[src/rtl/mult_seq_pkg.sv]
`default_nettype none
// ============================================================================
// Module   : mult_pkg
// Purpose  : Shared FSM state encoding and sizing helper for mult_seq.
// Revision : 1.0 - initial release
// ============================================================================
package mult_pkg;

  typedef enum logic [1:0] {
    IDLE = 2'd0,
    BUSY = 2'd1,
    DONE = 2'd2
  } mult_state_t;

  // One extra bit so the iteration counter never wraps inside an operation.
  function automatic int cnt_bits(input int width);
    return $clog2(width) + 1;
  endfunction

endpackage
`default_nettype wire

[src/rtl/mult_seq_if.sv]
`default_nettype none
// ============================================================================
// Module   : mult_seq_if
// Purpose  : Start/result handshake between a requester and mult_seq.
// Revision : 1.0 - initial release
// ============================================================================
interface mult_seq_if #(
  parameter int width = 32
);

  logic             valid;
  logic [width-1:0] left;
  logic [width-1:0] right;
  logic [width-1:0] out;
  logic             ready;

  modport master (
    output valid, left, right,
    input  out, ready
  );

  modport slave (
    input  valid, left, right,
    output out, ready
  );

endinterface
`default_nettype wire

[src/rtl/mult_seq.sv]
`default_nettype none
// ============================================================================
// Module   : mult_seq
// Purpose  : Iterative shift-add multiplier returning the low width bits of
//            left*right after exactly width iteration cycles, with a
//            single-cycle ready pulse.
// Revision : 1.0 - initial release
// ============================================================================
module mult_seq
  import mult_pkg::*;
#(
  parameter int width = 32
) (
  input  wire        clk,
  input  wire        reset,
  mult_seq_if.slave  bus
);

  localparam int CW = cnt_bits(width);

  mult_state_t      state_q,  state_d;
  logic [width-1:0] acc_q,    acc_d;
  logic [width-1:0] mcand_q,  mcand_d;
  logic [width-1:0] mplier_q, mplier_d;
  logic [CW-1:0]    count_q,  count_d;
  logic [width-1:0] out_q,    out_d;
  logic [width-1:0] acc_step;

  // Conditional add of the shifted multiplicand for the current multiplier bit.
  always_comb begin
    acc_step = acc_q;
    if (mplier_q[0]) begin
      acc_step = acc_q + mcand_q;
    end
  end

  // Next-state and datapath update; operands are captured only in IDLE/DONE.
  always_comb begin
    state_d  = state_q;
    acc_d    = acc_q;
    mcand_d  = mcand_q;
    mplier_d = mplier_q;
    count_d  = count_q;
    out_d    = out_q;
    case (state_q)
      IDLE, DONE: begin
        if (bus.valid) begin
          mcand_d  = bus.left;
          mplier_d = bus.right;
          acc_d    = '0;
          count_d  = '0;
          state_d  = BUSY;
        end else begin
          state_d  = IDLE;
        end
      end
      BUSY: begin
        acc_d    = acc_step;
        mcand_d  = mcand_q << 1;
        mplier_d = mplier_q >> 1;
        count_d  = count_q + CW'(1);
        // The last iteration's add is folded straight into the result.
        if (count_q == CW'(width - 1)) begin
          out_d   = acc_step;
          state_d = DONE;
        end
      end
      default: begin
        state_d = IDLE;
      end
    endcase
  end

  // State register; reset aborts any operation in flight without a pulse.
  always_ff @(posedge clk or negedge reset) begin
    if (!reset) begin
      state_q  <= IDLE;
      acc_q    <= '0;
      mcand_q  <= '0;
      mplier_q <= '0;
      count_q  <= '0;
      out_q    <= '0;
    end else begin
      state_q  <= state_d;
      acc_q    <= acc_d;
      mcand_q  <= mcand_d;
      mplier_q <= mplier_d;
      count_q  <= count_d;
      out_q    <= out_d;
    end
  end

  assign bus.out   = out_q;
  assign bus.ready = (state_q == DONE);

endmodule
`default_nettype wire

[src/flat_wrapper.sv]
// flat-port wrapper written by rule: the top's interface ports become plain ports
module mult_seq_flat import mult_pkg::*;
#(
  parameter int width = 32
)
  (clk, reset, bus_valid, bus_left, bus_right, bus_out, bus_ready);
  mult_seq_if #(.width(width)) bus_i ();
  input  wire clk;
  input  wire reset;
  input wire logic [$bits(bus_i.valid)-1:0] bus_valid;
  input wire logic [$bits(bus_i.left)-1:0] bus_left;
  input wire logic [$bits(bus_i.right)-1:0] bus_right;
  output wire logic [$bits(bus_i.out)-1:0] bus_out;
  output wire logic [$bits(bus_i.ready)-1:0] bus_ready;
  assign bus_i.valid = bus_valid;
  assign bus_i.left = bus_left;
  assign bus_i.right = bus_right;
  assign bus_out = bus_i.out;
  assign bus_ready = bus_i.ready;
  mult_seq #(.width(width)) u_core (.clk(clk), .reset(reset), .bus(bus_i));
endmodule
[config.mk]
export PLATFORM = sky130hd
export DESIGN_NAME = mult_seq_flat
export DESIGN_NICKNAME = d
export VERILOG_FILES = /design/src/rtl/mult_seq_pkg.sv /design/src/rtl/mult_seq_if.sv /design/src/rtl/mult_seq.sv /design/src/flat_wrapper.sv
export SDC_FILE = /design/constraint.sdc
export NUM_CORES = 1
export LEC_CHECK = 0
export ABC_AREA = 1
export ABC_CLOCK_PERIOD_IN_PS = 1800
export BUFFER_PORTS_ARGS = -buffer_cell sky130_fd_sc_hd__buf_2
export CAP_MARGIN = 20
export CORE_AREA = 2 2 118 149
export CTS_CLUSTER_SIZE = 40
export DETAILED_ROUTE_END_ITERATION = 16
export DIE_AREA = 0 0 120 151
export GPL_TIMING_DRIVEN = 1
export PLACE_DENSITY = 0.72
export SYNTH_ARGS = -nofsm -noshare
export SYNTH_HDL_FRONTEND = slang
export SYNTH_SLANG_ARGS = --single-unit
[constraint.sdc]
create_clock -name clk -period 1.8 [get_ports clk]
set_clock_uncertainty 0.1 [all_clocks]
set_input_delay 0.18 -clock clk [delete_from_list [all_inputs] [get_ports clk]]
set_output_delay 0.18 -clock clk [all_outputs]
set_load 0.01 [all_outputs]
==> results.toml, run 1 <==
[outcome]
run_status = "finished, violations left"
violations = "negative setup slack"

[clock_tree]
cts_sinks = 136
cts-buffers-inserted = 17
ctsLongestPathBuffers = 2
clk_latency_ns = 0.44
cts-root-buf = "clkbuf_16"
cts_tree = "done"
cts_max_level = 4
clk_pin_slew_ns = 0.07

[detailed_routing]
viasPerCell = 5.31
vias = 8830
wl_um = 28000
routed_wire_length_per_instance_um = 16.8
drt_iter0_drc = 497
dr.pass1.iters = 5
route.detailed.drc = 0
antenna_left = 0

[job]
maxCapViolCount = 0

[setup_path]
crit_path_frequent_cell = "buf_6"
crit_arrival_ns = 2.29
crit_path_cell_trace = "ha_4 > buf_6 > nand2_4 > nor2_1 > nand3_2 > nand3_4 > buf_6 > xnor2_2 > nand2_1 > nand3_1 > o21ai_1"
crit_path_start_kind = "flip-flop"
rr_endpoint = "u_core.acc_q[9]"
critPathMaxStageDelay_ns = 0.42
cp_slowest_cell = "dfrtp_1"
rr_worst_depth = 11
critPathCaptureType = "flip-flop"
reg2reg_from = "u_core.mcand_q[3]"
crit_type = "flip-flop to flip-flop"
required_ns = 2.01
crit_path_max_fanout = 4
r2r_slack_ns = -0.28

[synthesis]
netlist_area_mm2 = 0.00825
synth_edf_count = 0
ys_ff_latch = 136
syn_nets = 1273
async_reset_ff_share_pct = 100
avgSynthCellArea_um2 = 7.04
yosys_warnings = 0
synth_ff_type = "dfrtp_1"
yosysSeqAreaShare_pct = 41.2
ys_types = 37
synthCells = 1173

[hold_path]
holdCritPathClass = "input pin to flip-flop"
holdPathEnd = "u_core.state_q[0]"
worstHoldStart = "bus_valid"
holdPathStages = 3

[power_and_ir_drop]
combinationalPowerShare_pct = 65.8
p_leak_nw = 6.37
intPower_mw = 14.1
p_per_area_mw_per_mm2 = 2200
peakVddDrop_mv = 1.22
sw_frac_of_total_pct = 47.8
p_seq_share_pct = 21.0
clkPwrFrac_pct = 13.2
fin_total_pwr_mw = 27.1
netSwitchingPower_mw = 12.9

[grt]
grt_pass1_wl_um = 41600
grt_use_met1_pct = 33.8
grt.overflow.total = 0
grt_max_degree = 62
grt_busiest_layer = "met2"
grt_use_met3_pct = 5.38
grt_pass1_vias = 8690
antenna_found_initial = 1
grt_use_total_pct = 29.0
grt_use_met2_pct = 53.2

[layout]
layout_common_cells = "nand2_1 (394), inv_1 (159), dfrtp_1 (135)"
nets = 1528
drive_gt1_share_pct = 33.4
fin_cells = 1662
regArea_mm2 = 0.00340
multi_input_area_mm2 = 0.00515
final_common_cell = "nand2_1"
nFillCells = 1178
area_delta_synth_final_pct = 49.0

[sta]
relSlewSlack_pct = 54.1
rsz0062_at_grt = "yes"
finalCriticalPeriod_ns = 2.08
post-route-period-util_pct = 116
hold-worst-slack_ns = 0.0662
worst_pin_slew_ns = 0.687
worst_slack_ns = -0.284
setup_viol = 60
report.final.slew_viol_count = 0
hold_viol_final = 0
max_freq_ghz = 0.480

[floorplanning]
io_pins = 100
start_util_pct = 49.6
fp-row-count = 53
die_area_mm2 = 0.0181
coreArea_mm2 = 0.0166
die_h_um = 151
die-width_um = 120

[placement]
place_congestion = 0.985
dp_hpwl_um = 16600
io_buffers = 99
place_inst = 1529
worst max-delay path by stage:
stage,start,end,slack (ns),depth (start not counted)
finish,u_core.mcand_q[3],u_core.acc_q[9],-0.28,11
global route,u_core.mcand_q[3],u_core.acc_q[9],-0.36,11
global placement,u_core.mcand_q[5],u_core.bus.out[23],-0.44,12
CTS,u_core.acc_q[0],u_core.bus.out[28],-0.23,12
detailed placement,u_core.mcand_q[3],u_core.bus.out[23],-0.41,12
floorplan,u_core.acc_q[0],u_core.acc_q[20],-0.08,12
registers in the layout, summed over array words and instances (netlist names):
register / flops
u_core.acc_q: 32
u_core.bus.out: 32
u_core.count_q: 6
u_core.mcand_q: 32
u_core.mplier_q: 32
u_core.state_q: 2
stage by stage:
step	util, %	instance area [um^2]	TNS (ns)	setup slack, ns
final	73.9	12300	-10.41	-0.284
after floorplan	-	8300	-1.20	-0.0791
after CTS	69.5	11600	-6.18	-0.225
after global routing	73.9	12300	-15.52	-0.363
after detailed placement	57.5	9570	-13.04	-0.410
after global placement	57.5	9570	-12.39	-0.436
cells in the mapped netlist, types with 6 or more instances:
| cell type | number | area share [%] |
|---|---|---|
| o211ai_1 | 7 | 0.64 |
| xnor2_1 | 9 | 0.96 |
| o21ai_0 | 29 | 1.8 |
| nand3_1 | 123 | 7.5 |
| a21oi_1 | 22 | 1.3 |
| dfrtp_1 | 136 | 41 |
| nand2_1 | 475 | 22 |
| buf_2 | 19 | 1.2 |
| or2_2 | 15 | 1.1 |
| nor2_1 | 43 | 2.0 |
| clkbuf_1 | 16 | 0.73 |
| ha_1 | 32 | 4.9 |
| o221ai_1 | 29 | 3.1 |
| xor2_1 | 6 | 0.64 |
| inv_1 | 169 | 7.7 |
repair_timing:
item / in CTS / in global routing
cloned: 0 / 6
pin swaps: 48 / 39
hold buffers: 65 / 0
hold endpoints to repair: 179 / 0
setup endpoints to repair: 58 / 62
resized for setup: 143 / 118
buffers inserted: 8 / 23
cell type report:
cell class / count / area share (%)
Multi-Input combinational cell: 822 / 41.9
Sequential cell: 136 / 27.7
Timing Repair Buffer: 277 / 18.0
Inverter: 174 / 5.37
Clock buffer: 18 / 3.57
Tap cell: 220 / 2.24
Clock inverter: 14 / 1.26
Antenna cell: 1 / 0.0204
routing by layer:
metal  part of all wire, %  wire length, um
met2                    51            14400
met5                     0                0
met1                    39            10800
met3                   5.8             1620
met4                   4.1             1160
worst max-delay path: cells and delay by family, from the launching register on:
| family | cells | cell delay (ns) |
|---|---|---|
| and+or+nand+nor | 6 | 0.71 |
| AOI/OAI and AO/OA | 1 | 0.09 |
| DFF | 1 | 0.42 |
| adders and majority gates | 1 | 0.31 |
| buffers and inverters | 2 | 0.22 |
| xor gates and xnor gates | 1 | 0.10 |
power by group through the flow:
| stage | sequential (mW) | combinational (mW) | clock, mW |
|---|---|---|---|
| floorplan | 5.29 | 8.69 | 0 |
| global placement | 5.36 | 12.8 | 0 |
| detailed placement | 5.40 | 13.0 | 0 |
| CTS | 5.62 | 15.3 | 3.62 |
| global route | 5.80 | 19.5 | 3.71 |
| finish | 5.68 | 17.8 | 3.57 |
kinds of logic (layout without fill, tap and decap cells):
| kind of cell | count (synthesis) | after routing | share of synthesized area (%) |
|---|---|---|---|
| adder cells (fa/ha/maj) | 33 | 33 | 5.09 |
| AND/OR/NAND/NOR | 672 | 672 | 33.7 |
| flip-flops | 136 | 136 | 41.2 |
| buffers and inverters | 215 | 483 | 10.3 |
| other | 0 | 1 | 0 |
| AO/OA/AOI/OAI | 102 | 102 | 8.02 |
| XOR/XNOR | 15 | 15 | 1.59 |
(Power assumes the default switching activity.)
==> inputs of run 2 (changes only) <==
- ABC_AREA: 1 -> unset
- CORE_AREA: 2 2 118 149 -> 2 2 113 143
- DIE_AREA: 0 0 120 151 -> 0 0 115 145
- HOLD_SLACK_MARGIN: unset -> 0.05
- PLACE_DENSITY: 0.72 -> 0.73
==> results.toml, run 2 <==
[outcome]
run_status = "finished, violations left"
violations = "negative setup slack"

[sta]
worst_pin_slew_ns = 0.450
hold_viol_final = 0
relSlewSlack_pct = 69.2
max_freq_ghz = 0.363
rsz0062_at_grt = "yes"
worst_slack_ns = -0.956
post-route-period-util_pct = 153
report.final.slew_viol_count = 0
fin_setup_tns_ns = -38.32
finalCriticalPeriod_ns = 2.76
setup_viol = 59

[job]
maxCapViolCount = 0

[synthesis]
yosys_warnings = 0
synth.top_cells.by_area = "dfrtp_1 (45%), nand2_1 (9.4%), a22oi_1 (6.2%), ha_1 (5.3%), o21ai_0 (4.0%)"
synthSimpleGateAreaFrac_pct = 17.6
synth_xor_area_share_pct = 3.25
ys_ff_latch = 136
synth_ff_type = "dfrtp_1"
netlist_area_mm2 = 0.00756
synthCells = 830
yosys.cell_count.top_type = "nand2_1"
ys_types = 68
synth_common_cells = "nand2_1 (189), dfrtp_1 (136), a22oi_1 (62)"
yosysTopAreaCell = "dfrtp_1"
syn_nets = 930
avgSynthCellArea_um2 = 9.10
yosysSeqAreaShare_pct = 45.0
synth_top_family_by_area = "compound AO/OA/AOI/OAI gates"
yosys-mux-area-fraction_pct = 2.05
synth_compound_area_share_pct = 23.0
async_reset_ff_share_pct = 100
yosysTopAreaCellShare_pct = 45.0
synth_fa_ha_area_share_pct = 5.56
synth_edf_count = 0

[layout]
nets = 1287
fin_util_pct = 77.6
antenna_cells = 0
drive_gt1_share_pct = 38.4
nFillCells = 949
final_common_cell = "buf_4"
area_delta_synth_final_pct = 57.4
layout_common_cells = "buf_4 (199), nand2_1 (184), dfrtp_1 (136)"
fin_cells = 1385

[clock_tree]
cts_max_level = 4
clk_pin_slew_ns = 0.06
cts_sinks = 136
clk_latency_ns = 0.44
cts-buffers-inserted = 17
ctsLongestPathBuffers = 2
cts_tree = "done"
cts-root-buf = "clkbuf_16"

[power_and_ir_drop]
p_leak_nw = 5.82
sw_frac_of_total_pct = 40.9
peakVddDrop_mv = 1.05
fin_total_pwr_mw = 24.1
clkPwrFrac_pct = 15.9
combinationalPowerShare_pct = 62.4
p_seq_share_pct = 21.7
netSwitchingPower_mw = 9.88
intPower_mw = 14.3
p_per_area_mw_per_mm2 = 2030

[setup_path]
crit_path_start_kind = "flip-flop"
crit_path_max_fanout = 4
crit_arrival_ns = 2.99
critPathCaptureType = "flip-flop"
required_ns = 2.03
crit_type = "flip-flop to flip-flop"

[grt]
grt_use_total_pct = 28.8
grt.overflow.total = 0
grt_max_degree = 58
grt_pass1_vias = 7763
grt_pass1_wl_um = 38000
antenna_found_initial = 0

[placement]
dp_slack_ns = -0.918
io_buffers = 99
dp_hpwl_um = 15400
place_congestion = 0.915
place_inst = 1264

[detailed_routing]
wl_um = 24800
drt_iter0_drc = 567
vias = 7838
antenna_left = 0
viasPerCell = 5.66
dr.pass1.iters = 5
route.detailed.drc = 0
routed_wire_length_per_instance_um = 17.9

[floorplanning]
coreArea_mm2 = 0.0153
io_pins = 100
die_h_um = 145
die_area_mm2 = 0.0167
die-width_um = 115
start_util_pct = 49.3
fp-row-count = 51

[hold_path]
holdCritPathClass = "input pin to asynchronous set/reset pin"
[run 2: cell count changes after synthesis, sizes merged, moves of 18 or more]
cell and delta:
nand3 -95, inv -166, clkbuf +25, o221ai -29
a21o +18, a21oi +30, a22oi +61, nand2 -286
o21ai +35
[run 2: logic make-up (layout without fill, tap and decap cells)]
| family | Yosys count | in the layout |
|---|---|---|
| and+or+nand+nor | 301 | 301 |
| DFF | 136 | 136 |
| adders and majority gates | 33 | 33 |
| AOI/OAI and AO/OA | 259 | 259 |
| xor gates and xnor gates | 28 | 28 |
| muxes | 15 | 15 |
| buffers and inverters | 58 | 428 |
[run 2: layout make-up]
| cell class | count | area [um^2] | area share (%) |
|---|---|---|---|
| clock buffer | 19 | 443 | 3.73 |
| clock inverter | 13 | 191 | 1.61 |
| inverter | 8 | 30.0 | 0.253 |
| multi-input combinational | 636 | 4590 | 38.6 |
| sequential | 136 | 3400 | 28.6 |
| tap | 185 | 231 | 1.95 |
| timing repair buffer | 388 | 3000 | 25.2 |
[run 2: what timing repair did]
action                                 4_1_cts  5_1_grt
pin swaps                                   31       46
endpoints found under the hold margin      200        0
hold buffers                                66        0
gates resized for setup                     68       63
setup endpoints to repair                   59       61
setup buffers                               11       14
[run 2: final timing paths]
check / depth (start not counted) / slack (ns) / to / start
setup / recovery: 11 / -0.96 / u_core.bus.out[30] / u_core.mcand_q[0]
hold / removal: 2 / 0.10 / u_core.count_q[0] / reset
setup reg to reg: 11 / -0.96 / u_core.bus.out[30] / u_core.mcand_q[0]
hold reg to reg: 2 / 0.38 / u_core.mplier_q[8] / u_core.mplier_q[8]
max in group asynchronous: 3 / 0.87 / u_core.mcand_q[19] / reset
min in group clk: 2 / 0.38 / u_core.mplier_q[8] / u_core.mplier_q[8]
[run 2: per-stage QoR]
step / hold slack [ns] / area, um^2
after global routing: 0.142 / 11900
after detailed placement: -0.00191 / 9750
final: 0.105 / 11900
after global placement: 0.00445 / 9750
after CTS: 0.106 / 11500
after floorplan: -0.216 / 7640
[run 2: power by group through the flow]
stage / sequential [mW] / clock, mW / combinational, mW
3_5_place_dp: 5.12 / 0 / 12.1
3_3_place_gp: 5.08 / 0 / 11.9
5_1_grt: 5.34 / 3.99 / 16.2
2_1_floorplan: 5.11 / 0 / 6.68
6_report: 5.23 / 3.84 / 15.1
4_1_cts: 5.15 / 3.86 / 13.6
[run 2: per-layer routing]
layer	global-route usage (%)	up-vias	part of all wire (%)
li1	-	3684	-
met3	5.72	59	5.5
met1	35.9	3825	40
met5	0	-	0
met4	9.58	0	2.7
met2	49.5	270	52
[run 2: worst max-delay path, stage by stage (launching register included)]
cell and delay (ns):
dfrtp_1 0.39, ha_2 0.20, fa_2 0.35, a21o_1 0.20, a221oi_2 0.27, buf_4 0.16
nand4bb_4 0.16, a31oi_4 0.12, a2111oi_4 0.34, nor3_2 0.11, mux2i_1 0.17, nand2_1 0.06
